<file path="config.mk">
export PLATFORM = sky130hd
export DESIGN_NAME = shift_add_multiplier
export DESIGN_NICKNAME = d
export VERILOG_FILES = /design/src/rtl/mult_pkg.sv /design/src/rtl/mult_shift_reg.sv /design/src/rtl/shift_add_multiplier.sv
export SDC_FILE = /design/constraint.sdc
export NUM_CORES = 1
export LEC_CHECK = 0
export BUFFER_PORTS_ARGS = -buffer_cell sky130_fd_sc_hd__buf_2
export CORE_AREA = 10 10 52 95
export CTS_BUF_LIST = sky130_fd_sc_hd__clkbuf_16
export DETAILED_ROUTE_END_ITERATION = 6
export DIE_AREA = 0 0 62 105
export PLACE_DENSITY = 0.66
export SYNTH_ARGS = -nofsm -noshare
export SYNTH_HDL_FRONTEND = slang
export SYNTH_SLANG_ARGS = --single-unit
</file>
<file path="constraint.sdc">
create_clock -name clock -period 1.8 [get_ports clock]
set_clock_uncertainty 0.15 [all_clocks]
set_input_delay 0.36 -clock clock [delete_from_list [all_inputs] [get_ports clock]]
set_output_delay 0.36 -clock clock [all_outputs]
set_load 0.03 [all_outputs]
</file>
<file path="src/rtl/mult_pkg.sv">
// mult_pkg: shared definitions for the shift-and-add multiplier.
//  - state_t   : FSM encoding (binary) IDLE -> RUN -> DONE -> IDLE
//  - WIDTH_DEF : default operand width (must match the attached adder)
//  - cnt_width : width of the iteration counter for a given operand width
package mult_pkg;

  localparam int WIDTH_DEF = 4;

  typedef enum logic [1:0] {
    S_IDLE = 2'd0,
    S_RUN  = 2'd1,
    S_DONE = 2'd2
  } state_t;

  // Counter must be able to hold 0..WIDTH inclusive.
  function automatic int cnt_width(input int w);
    return $clog2(w + 1);
  endfunction

endpackage

</file>
<file path="src/rtl/mult_shift_reg.sv">
// mult_shift_reg: the C/A/Q/M datapath of the shift-and-add multiplier.
//  Ports:
//   clock, reset   rising-edge clock, synchronous active-high clear
//   i_load         capture i_m into M and i_q into Q, clear A and C
//   i_step         perform one iteration: conditional accumulate then shift right
//   i_m, i_q       multiplicand / multiplier to load
//   i_add_s        sum from the external adder (A + M, valid when Q[0]=1)
//   i_add_c_out    final carry from the external adder
//   o_a, o_q, o_m  current register contents (drive the adder inputs)
//   o_next_aq      {A,Q} after the current iteration's shift (used for the product)
module mult_shift_reg
  import mult_pkg::*;
#(
  parameter int WIDTH = WIDTH_DEF
) (
  input  logic               clock,
  input  logic               reset,
  input  logic               i_load,
  input  logic               i_step,
  input  logic [WIDTH-1:0]   i_m,
  input  logic [WIDTH-1:0]   i_q,
  input  logic [WIDTH-1:0]   i_add_s,
  input  logic               i_add_c_out,
  output logic [WIDTH-1:0]   o_a,
  output logic [WIDTH-1:0]   o_q,
  output logic [WIDTH-1:0]   o_m,
  output logic [2*WIDTH-1:0] o_next_aq
);

  logic             r_c;
  logic [WIDTH-1:0] r_a;
  logic [WIDTH-1:0] r_q;
  logic [WIDTH-1:0] r_m;

  logic             w_c;
  logic [WIDTH-1:0] w_sum;
  logic [WIDTH-1:0] w_next_a;
  logic [WIDTH-1:0] w_next_q;

  // Conditional accumulate followed by a logical right shift of {C,A,Q}.
  // C is cleared on load and refilled with 0 by every shift, so the Q[0]=0
  // branch is equivalent to {1'b0, A}.
  always_comb begin
    w_c   = 1'b0;
    w_sum = {WIDTH{1'b0}};
    if (r_q[0]) begin
      w_c   = i_add_c_out;
      w_sum = i_add_s;
    end else begin
      w_c   = r_c;
      w_sum = r_a;
    end
    w_next_a = {w_c, w_sum[WIDTH-1:1]};
    w_next_q = {w_sum[0], r_q[WIDTH-1:1]};
  end

  // Datapath registers: clear, load operands, iterate, or hold.
  always_ff @(posedge clock) begin
    if (reset) begin
      r_c <= 1'b0;
      r_a <= {WIDTH{1'b0}};
      r_q <= {WIDTH{1'b0}};
      r_m <= {WIDTH{1'b0}};
    end else if (i_load) begin
      r_c <= 1'b0;
      r_a <= {WIDTH{1'b0}};
      r_q <= i_q;
      r_m <= i_m;
    end else if (i_step) begin
      r_c <= 1'b0;
      r_a <= w_next_a;
      r_q <= w_next_q;
    end else begin
      r_c <= r_c;
      r_a <= r_a;
      r_q <= r_q;
      r_m <= r_m;
    end
  end

  assign o_a       = r_a;
  assign o_q       = r_q;
  assign o_m       = r_m;
  assign o_next_aq = {w_next_a, w_next_q};

endmodule

</file>
<file path="src/rtl/shift_add_multiplier.sv">
// shift_add_multiplier: sequential unsigned WIDTH x WIDTH multiplier that
// uses an external combinational ripple adder, one add per clock.
//  Ports:
//   clock, reset        rising-edge clock, synchronous active-high clear
//   start               request, sampled only in IDLE
//   a_in, b_in          multiplicand / multiplier, captured on accepted start
//   add_a, add_b        to adder: accumulator A, and M when Q[0]=1 else 0 (0 outside RUN)
//   add_c_in            to adder carry-in, constant 0
//   add_s, add_c_out    from adder: sum and final carry
//   busy                high in RUN and DONE
//   done                one-cycle pulse, product valid
//   product             result, held until the next operation completes
module shift_add_multiplier
  import mult_pkg::*;
#(
  parameter int WIDTH = WIDTH_DEF
) (
  input  logic               clock,
  input  logic               reset,
  input  logic               start,
  input  logic [WIDTH-1:0]   a_in,
  input  logic [WIDTH-1:0]   b_in,
  output logic [WIDTH-1:0]   add_a,
  output logic [WIDTH-1:0]   add_b,
  output logic               add_c_in,
  input  logic [WIDTH-1:0]   add_s,
  input  logic               add_c_out,
  output logic               busy,
  output logic               done,
  output logic [2*WIDTH-1:0] product
);

  localparam int             CW       = cnt_width(WIDTH);
  localparam logic [CW-1:0]  LAST_CNT = CW'(WIDTH - 1);
  localparam logic [CW-1:0]  CNT_ONE  = CW'(1);

  state_t               r_state;
  logic [CW-1:0]        r_count;
  logic [2*WIDTH-1:0]   r_product;
  logic                 r_done;
  logic                 r_busy;

  logic                 w_load;
  logic                 w_step;
  logic [WIDTH-1:0]     w_a;
  logic [WIDTH-1:0]     w_q;
  logic [WIDTH-1:0]     w_m;
  logic [2*WIDTH-1:0]   w_next_aq;

  assign w_load = (r_state == S_IDLE) && start;
  assign w_step = (r_state == S_RUN);

  mult_shift_reg #(
    .WIDTH (WIDTH)
  ) u_shift_reg (
    .clock       (clock),
    .reset       (reset),
    .i_load      (w_load),
    .i_step      (w_step),
    .i_m         (a_in),
    .i_q         (b_in),
    .i_add_s     (add_s),
    .i_add_c_out (add_c_out),
    .o_a         (w_a),
    .o_q         (w_q),
    .o_m         (w_m),
    .o_next_aq   (w_next_aq)
  );

  // Adder drive is only live during RUN so the adder sees zeros when idle.
  always_comb begin
    add_a    = {WIDTH{1'b0}};
    add_b    = {WIDTH{1'b0}};
    add_c_in = 1'b0;
    if (r_state == S_RUN) begin
      add_a = w_a;
      add_b = w_q[0] ? w_m : {WIDTH{1'b0}};
    end else begin
      add_a = {WIDTH{1'b0}};
      add_b = {WIDTH{1'b0}};
    end
  end

  // Control FSM, iteration counter and registered handshake/product outputs.
  always_ff @(posedge clock) begin
    if (reset) begin
      r_state   <= S_IDLE;
      r_count   <= {CW{1'b0}};
      r_product <= {(2*WIDTH){1'b0}};
      r_done    <= 1'b0;
      r_busy    <= 1'b0;
    end else begin
      case (r_state)
        S_IDLE: begin
          r_done <= 1'b0;
          if (start) begin
            r_state <= S_RUN;
            r_count <= {CW{1'b0}};
            r_busy  <= 1'b1;
          end else begin
            r_busy  <= 1'b0;
          end
        end
        S_RUN: begin
          r_done  <= 1'b0;
          r_count <= r_count + CNT_ONE;
          // Last iteration: capture the post-shift {A,Q} directly.
          if (r_count == LAST_CNT) begin
            r_state   <= S_DONE;
            r_product <= w_next_aq;
            r_done    <= 1'b1;
          end else begin
            r_state   <= S_RUN;
          end
        end
        S_DONE: begin
          r_state <= S_IDLE;
          r_done  <= 1'b0;
          r_busy  <= 1'b0;
        end
        default: begin
          r_state <= S_IDLE;
          r_done  <= 1'b0;
          r_busy  <= 1'b0;
        end
      endcase
    end
  end

  assign busy    = r_busy;
  assign done    = r_done;
  assign product = r_product;

endmodule

</file>
==> run metrics, run 1 <==
Pwr Density=887 mW/mm²; initial core utilization=34.1%; cell count after synthesis=125; reg2reg end=product[4]$_SDFFE_PP0P_; Placed Instances=203; clk sinks=27; CP arrival=1.21 ns; post-synthesis mux area share=6.87%; synthesized flop and latch total=27; P_leak=0.660 nW; drc violations=0; Worst Path Buf+Inv=1; YS warnings=0; Worst Path Required=1.29 ns; adder-cell share of the synthesized area=2.15%; Core Util, Final=43.4%; WL/cell=14.7 µm; final net count=182; final slew viol count=0; met1 wire length=1140 µm; syn_nets=143; Sequential Power Share=49.2%; crit end category=output pin; GRT Residual Overflow=0; Compound-Gate Fraction of Synth Area=17.3%; Critical Path Start Type=flip-flop; routed wl met3=176 µm; # fillers=338; Worst VDD drop=0.000572 V; hold_sp=a_in[0]; WS Path Type=reg2out; DIE AREA=0.00651 mm²; Area Growth Syn to Fin=27.0%; Post-Synth Simple-Gate Area=20.1%; DR pass1 iterations=4; WL final=3100 µm; # IOs=35; RSZ-0062 raised after global routing=false; CTS H-tree lvls=1; critical path fanouts, max=5; Worst Setup EP=add_a[2]; core area=0.00342 mm²; routed wl met2=1710 µm; Worst Hold Class=in2reg; Synth async-reset ratio=0%; main combinational cell family by area after synthesis=simple AND/OR/NAND/NOR gates; clock network power share=37.8%; post-layout power=1.31 mW; post-route ant nets=0; Final min period=1.72 ns; total CTS buffers=3; number of global-route vias before repair=1149; DR iter-0 viols=23; delay-heaviest family, CP=simple AND/OR/NAND/NOR gates; Via-to-Cell Ratio=4.82; Critical Path Max Stage Delay=0.35 ns; CP startpoint=r_state[0]$_SDFFE_PP0P_; placed cell area=0.00137 mm²; hpwl dp=2410 µm; Finished Layout Cells=211; worst reg2reg path startpoint=r_count[0]$_SDFFE_PP0P_; cell with the largest stage delay on the worst path=dfxtp_1; die height=105 µm; max-cap viol count=0; fraction of layout cells with a size suffix above 1=31.9%; final hold violation count=0; largest net degree at the start of global routing=16; initial antenna violation count=0; Sw Share=23.9%; Max clock buf depth=2; Routability Congestion=0.762; DR vias=1018; number of synthesized flops with an enable pin=0; Worst R2R Path Depth=5; pre-CTS WS=0.256 ns; # rows=30; Highest Signal Layer=met4; wire length of the first global-routing pass=5060 µm; Max Clock Freq=580 MHz; Post-synth top flop=dfxtp_1; Avg Cell Area, Syn=9.33 µm²; cell count along the critical path=3; period utilization=95.8%; Post-Syn Area=0.00117 mm²; flop-to-flop setup slack=0.20 ns; cell internal pwr=1.00 mW; worst hold slack=0.191 ns; overall die width=62 µm; NetSw=0.314 mW; post-synthesis xor/xnor area fraction=0%; Critical Path, Cell by Cell=nor2b_2, and2_1, buf_2; sequential share of the synthesized area=46.4%; setup TNS=0 ns; # diodes=0; Clock Latency Late Sink=0.26 ns; Global Route Usage Sum=9.91%; final setup fails=0; Root Buffer=clkbuf_16; PortBufs=33; clk slew on worst S/H paths=0.06 ns; Synth cell types=29; status=complete, no violations; logic gate share of total power=13.0%; CTS tree=built; post-route cell area=0.00148 mm²; setup ws final=0.0756 ns
-- tightest hold or removal path, delay by kind of cell --
family,cells,cell delay (ns)
and+or+nand+nor,1,0.07
muxes,1,0.05
buffers and inverters,1,0.08
-- final cells by class --
class,count,area [µm²],area share (%)
Clock inverter,1,5.00,0.338
Tap cell,48,60.1,4.05
Sequential cell,27,541,36.5
Inverter,6,22.5,1.52
Clock buffer,3,75.1,5.07
Multi-Input combinational cell,85,553,37.3
Timing Repair Buffer,41,225,15.2
-- placed cells by master (no fill, tap or decap), types with 2 or more instances in the layout --
| cell | synthesis | final |
|---|---|---|
| o22ai_1 | 4 | 4 |
| and3_1 | 4 | 4 |
| nand3_1 | 2 | 2 |
| ha_1 | 2 | 2 |
| and2_1 | 4 | 4 |
| inv_1 | 6 | 6 |
| clkbuf_16 | 0 | 3 |
| buf_4 | 1 | 8 |
| a21oi_1 | 8 | 8 |
| nor2_1 | 21 | 21 |
| mux2i_1 | 8 | 8 |
| dfxtp_1 | 27 | 27 |
| a211oi_2 | 2 | 2 |
| nand2b_1 | 2 | 2 |
| a211oi_1 | 9 | 9 |
| buf_2 | 2 | 33 |
| nand2_1 | 7 | 7 |
-- metal layers --
metal	up-vias	global-route usage, %
met5	-	0
met4	0	4.82
met3	6	3.03
met2	29	17.9
met1	474	9.31
li1	509	-
-- sequential cells by signal (all words and copies together) (netlist names) --
register	flops
product	8
r_count	3
u_shift_reg.o_m	4
busy	1
done	1
r_state	2
u_shift_reg.o_q	4
u_shift_reg.o_a	4
-- power groups by stage --
stage	clock network, mW	logic (mW)	registers (mW)
after floorplan	0	0.108	0.656
after global placement	0	0.152	0.658
after detailed placement	0	0.160	0.659
after CTS	0.505	0.167	0.646
after global routing	0.529	0.188	0.649
final	0.497	0.171	0.646
-- worst min-delay path by stage --
stage / end / cells after the start
5_1_grt: u_shift_reg.o_m[2]$_SDFFE_PP0P_ / 3
4_1_cts: u_shift_reg.o_m[0]$_SDFFE_PP0P_ / 3
2_1_floorplan: product[4]$_SDFFE_PP0P_ / 1
3_3_place_gp: product[2]$_SDFFE_PP0P_ / 2
3_5_place_dp: product[2]$_SDFFE_PP0P_ / 2
6_report: u_shift_reg.o_m[0]$_SDFFE_PP0P_ / 3
-- cells by family (layout without fill, tap and decap cells) --
family          count (synthesis)  count (layout)
flops                          27              27
fa+ha+maj                       2               2
mux                             8               8
simple gates                   45              46
other cells                     1               1
buf+inv                        14              51
compound gates                 28              28
-- cell usage after synthesis, types with 3 or more instances --
cell / n / area share (%)
inv_1: 6 / 1.9
a211oi_1: 9 / 5.8
buf_6: 3 / 2.9
nand2_1: 7 / 2.3
dfxtp_1: 27 / 46
a21oi_1: 8 / 3.4
nor2_1: 21 / 6.8
o22ai_1: 4 / 2.1
and2_1: 4 / 2.1
and3_1: 4 / 2.1
mux2i_1: 8 / 6.9
-- repair_timing --
item / 4_1_cts / 5_1_grt
cloned: 0 / 1
hold endpoints to repair: 0 / 0
resized for setup: 0 / 0
hold buffers: 0 / 0
endpoints found under the setup margin: 5 / 4
buffers inserted: 2 / 1
Power figures use the tool's default switching activity.
==> run 2, diff against run 1 <==
--- a/config.mk
+++ b/config.mk
@@ -5,11 +5,12 @@
 export SDC_FILE = /design/constraint.sdc
 export NUM_CORES = 1
 export LEC_CHECK = 0
+export ABC_AREA = 1
 export BUFFER_PORTS_ARGS = -buffer_cell sky130_fd_sc_hd__buf_2
-export CORE_AREA = 10 10 52 95
+export CORE_AREA = 10 10 53 97
 export CTS_BUF_LIST = sky130_fd_sc_hd__clkbuf_16
 export DETAILED_ROUTE_END_ITERATION = 6
-export DIE_AREA = 0 0 62 105
+export DIE_AREA = 0 0 63 107
 export PLACE_DENSITY = 0.66
 export SYNTH_ARGS = -nofsm -noshare
 export SYNTH_HDL_FRONTEND = slang
==> run 2 against run 1 <==
- core utilization shrank 2.0 points
- clock power is essentially flat
- hold slack lost 0.0068 ns
- critical path type unchanged
- largest power group unchanged
==> run metrics, run 2 <==
max FFs per register=8 (unchanged); sequential share of the synthesized area=43.9% (-2.4 points); Global Route Usage Sum=9.13% (-0.79 points); initial antenna violation count=0 (unchanged); Synth async-reset ratio=0% (unchanged); YS warnings=0 (unchanged); CP arrival=1.19 ns (-0.02 ns); Worst Path Required=1.29 ns (about the same); Critical Path Start Type=flip-flop; initial core utilization=34.1% (about the same); CTS H-tree lvls=1 (unchanged); final setup fails=0 (unchanged); delay-heaviest family, CP=flip-flops; max-cap viol count=0 (unchanged); final slew viol count=0 (unchanged); die height=107 µm (+1.9%); Worst Setup EP=add_b[3]; Final min period=1.70 ns (-0.0197 ns); overall die width=63 µm (+1.6%); DR vias=1122 (+10%); WS Path Type=reg2out; setup TNS=0 ns (unchanged); Clock Latency Late Sink=0.26 ns (about the same); core area=0.00361 mm² (+5.6%); syn_nets=191 (+34%); worst reg2reg path startpoint=r_count[0]$_SDFFE_PP0P_; WL/cell=11.6 µm (-21%); Max Clock Freq=587 MHz (+1.2%); Post-synth top flop=dfxtp_1; crit end category=output pin; # IOs=35 (unchanged); flop-to-flop setup slack=0.39 ns (+0.19 ns); critical path fanouts, max=19 (+14); Yosys top cell by area=dfxtp_1; # diodes=0 (unchanged); Pwr Density=869 mW/mm² (-2.0%); post-layout power=1.30 mW (-1.3%); Root Buffer=clkbuf_16; most frequent cells in the layout=38 x nand2_1, 33 x nor2_1, 32 x buf_2; post-route ant nets=0 (unchanged); Post-Syn Area=0.00123 mm² (+5.6%); cell count after synthesis=173 (+38%); Routability Congestion=0.755 (-0.93%); Synth top area share=43.9% (-2.4 points); Critical Path Max Stage Delay=0.39 ns (+0.04 ns); WL final=2960 µm (-4.6%); period utilization=94.7% (-1.1 points); Synth cell types=21 (-28%); Max clock buf depth=2 (unchanged); reg2reg end=product[3]$_SDFFE_PP0P_; RSZ-0062 raised after global routing=false; P_leak=0.748 nW (+13%); Via-to-Cell Ratio=4.42 (-8.4%); drc violations=0 (unchanged); PortBufs=33 (unchanged); Critical Path, Cell by Cell=nand2_4, nor3_1, buf_4; largest net degree at the start of global routing=20 (+4); status=complete, no violations; DR iter-0 viols=31 (+35%); GRT Residual Overflow=0 (unchanged); cell with the largest stage delay on the worst path=dfxtp_1; dominant cell by count in the synthesized netlist=nand2_1; Area Growth Syn to Fin=21.2%; clk slew on worst S/H paths=0.06 ns (about the same); dominant cells by area after synthesis=dfxtp_1 44%, nand2_1 12%, nor2_1 10%, a21oi_1 5.3%, inv_1 5.2%; hpwl dp=2350 µm (-2.7%); number of global-route vias before repair=1217 (+5.9%); wire length of the first global-routing pass=5110 µm (+0.97%); number of synthesized flops with an enable pin=0 (unchanged); DR pass1 iterations=4 (unchanged); top post-synthesis cells by count=38 x nand2_1, 33 x nor2_1, 27 x dfxtp_1; fraction of layout cells with a size suffix above 1=25.4% (-6.5 points); DIE AREA=0.00674 mm² (+3.5%); commonest non-fill, non-tap cell in the layout=nand2_1; clk sinks=27 (unchanged); Worst VDD drop=0.000360 V (-37%); cell count along the critical path=3 (unchanged); Worst Path Buf+Inv=1 (unchanged); total CTS buffers=3 (unchanged); Worst R2R Path Depth=6 (+1); synthesized flop and latch total=27 (unchanged); Worst Hold Class=in2reg; final hold violation count=0 (unchanged); # rows=31 (+3.3%); CTS tree=built; CP startpoint=r_state[0]$_SDFFE_PP0P_; Avg Cell Area, Syn=7.12 µm² (-24%); final net count=224 (+23%)
run 2: cell types whose count changed after synthesis, moves of 5 or more:
cell	previous run	this run
nand2_1	7	38
nor2_1	21	33
inv_1	6	17
o21ai_0	1	12
a211oi_1	9	0
mux2i_1	8	0
a21oi_1	8	13
run 2: through the flow:
step | instances | setup WS, ns | area, µm² | hold slack, ns | util [%]
finish | 254 | 0.0953 | 1490 | 0.184 | 41.4
CTS | 254 | 0.0587 | 1490 | 0.188 | 41.3
global placement | 250 | 0.381 | 1410 | 0.289 | 39.1
detailed placement | 250 | 0.339 | 1410 | 0.297 | 39.1
global route | 254 | 0.00236 | 1490 | 0.245 | 41.4
floorplan | 173 | 0.0139 | 1230 | 0.278 | -
run 2: what timing repair did:
item | in CTS | in global routing
endpoints found under the hold margin | 0 | 0
endpoints found under the setup margin | 0 | 1
buffers inserted | 0 | 0
hold buffers | 0 | 0
resized for setup | 0 | 1
run 2: logic make-up after synthesis:
| group | count (synthesis) | share of synthesized area [%] |
|---|---|---|
| adder cells (fa/ha/maj) | 2 | 2.03 |
| other | 1 | 0.305 |
| AND/OR/NAND/NOR | 86 | 29.8 |
| AO/OA/AOI/OAI | 29 | 12.1 |
| buffers and inverters | 28 | 11.9 |
| flip-flops | 27 | 43.9 |
run 2: worst min path at each step:
stage	slack (ns)	start	end	depth (start not counted)
6_report	0.18	a_in[0]	u_shift_reg.o_m[0]$_SDFFE_PP0P_	3
5_1_grt	0.25	a_in[2]	u_shift_reg.o_m[2]$_SDFFE_PP0P_	3
4_1_cts	0.19	a_in[0]	u_shift_reg.o_m[0]$_SDFFE_PP0P_	3
3_5_place_dp	0.30	r_count[0]$_SDFFE_PP0P_	r_count[0]$_SDFFE_PP0P_	1
3_3_place_gp	0.29	r_count[0]$_SDFFE_PP0P_	r_count[0]$_SDFFE_PP0P_	1
2_1_floorplan	0.28	r_count[0]$_SDFFE_PP0P_	r_count[0]$_SDFFE_PP0P_	1
run 2: area by class of cell:
class / instances / area [µm²]
Clock inverter: 1 / 5.00
Sequential cell: 27 / 541
Multi-Input combinational cell: 118 / 544
Timing Repair Buffer: 35 / 183
Fill cell: 403 / 2110
Inverter: 21 / 83.8
Tap cell: 49 / 61.3
Clock buffer: 3 / 75.1
run 2: where the power goes:
part / internal [mW] / switching [mW] / leakage (nW)
clock network: 0.300 / 0.199 / 0.0409
logic: 0.0553 / 0.108 / 0.487
registers: 0.622 / 0.0130 / 0.220
total: 0.977 / 0.320 / 0.748
run 2: layer usage:
metal / share of wire (%) / vias to the layer above / wire length (µm) / GRT usage, %
met1: 36 / 495 / 1070 / 8.22
met4: 2.5 / 0 / 73 / 5.47
li1: - / 596 / - / -
met3: 6.6 / 5 / 196 / 2.61
met5: 0 / - / 0 / 0
met2: 55 / 26 / 1620 / 17.3
run 2: worst min-delay path, stage by stage:
cell and delay [ns]:
buf_2 0.07, o21ai_1 0.06, nor2_1 0.07
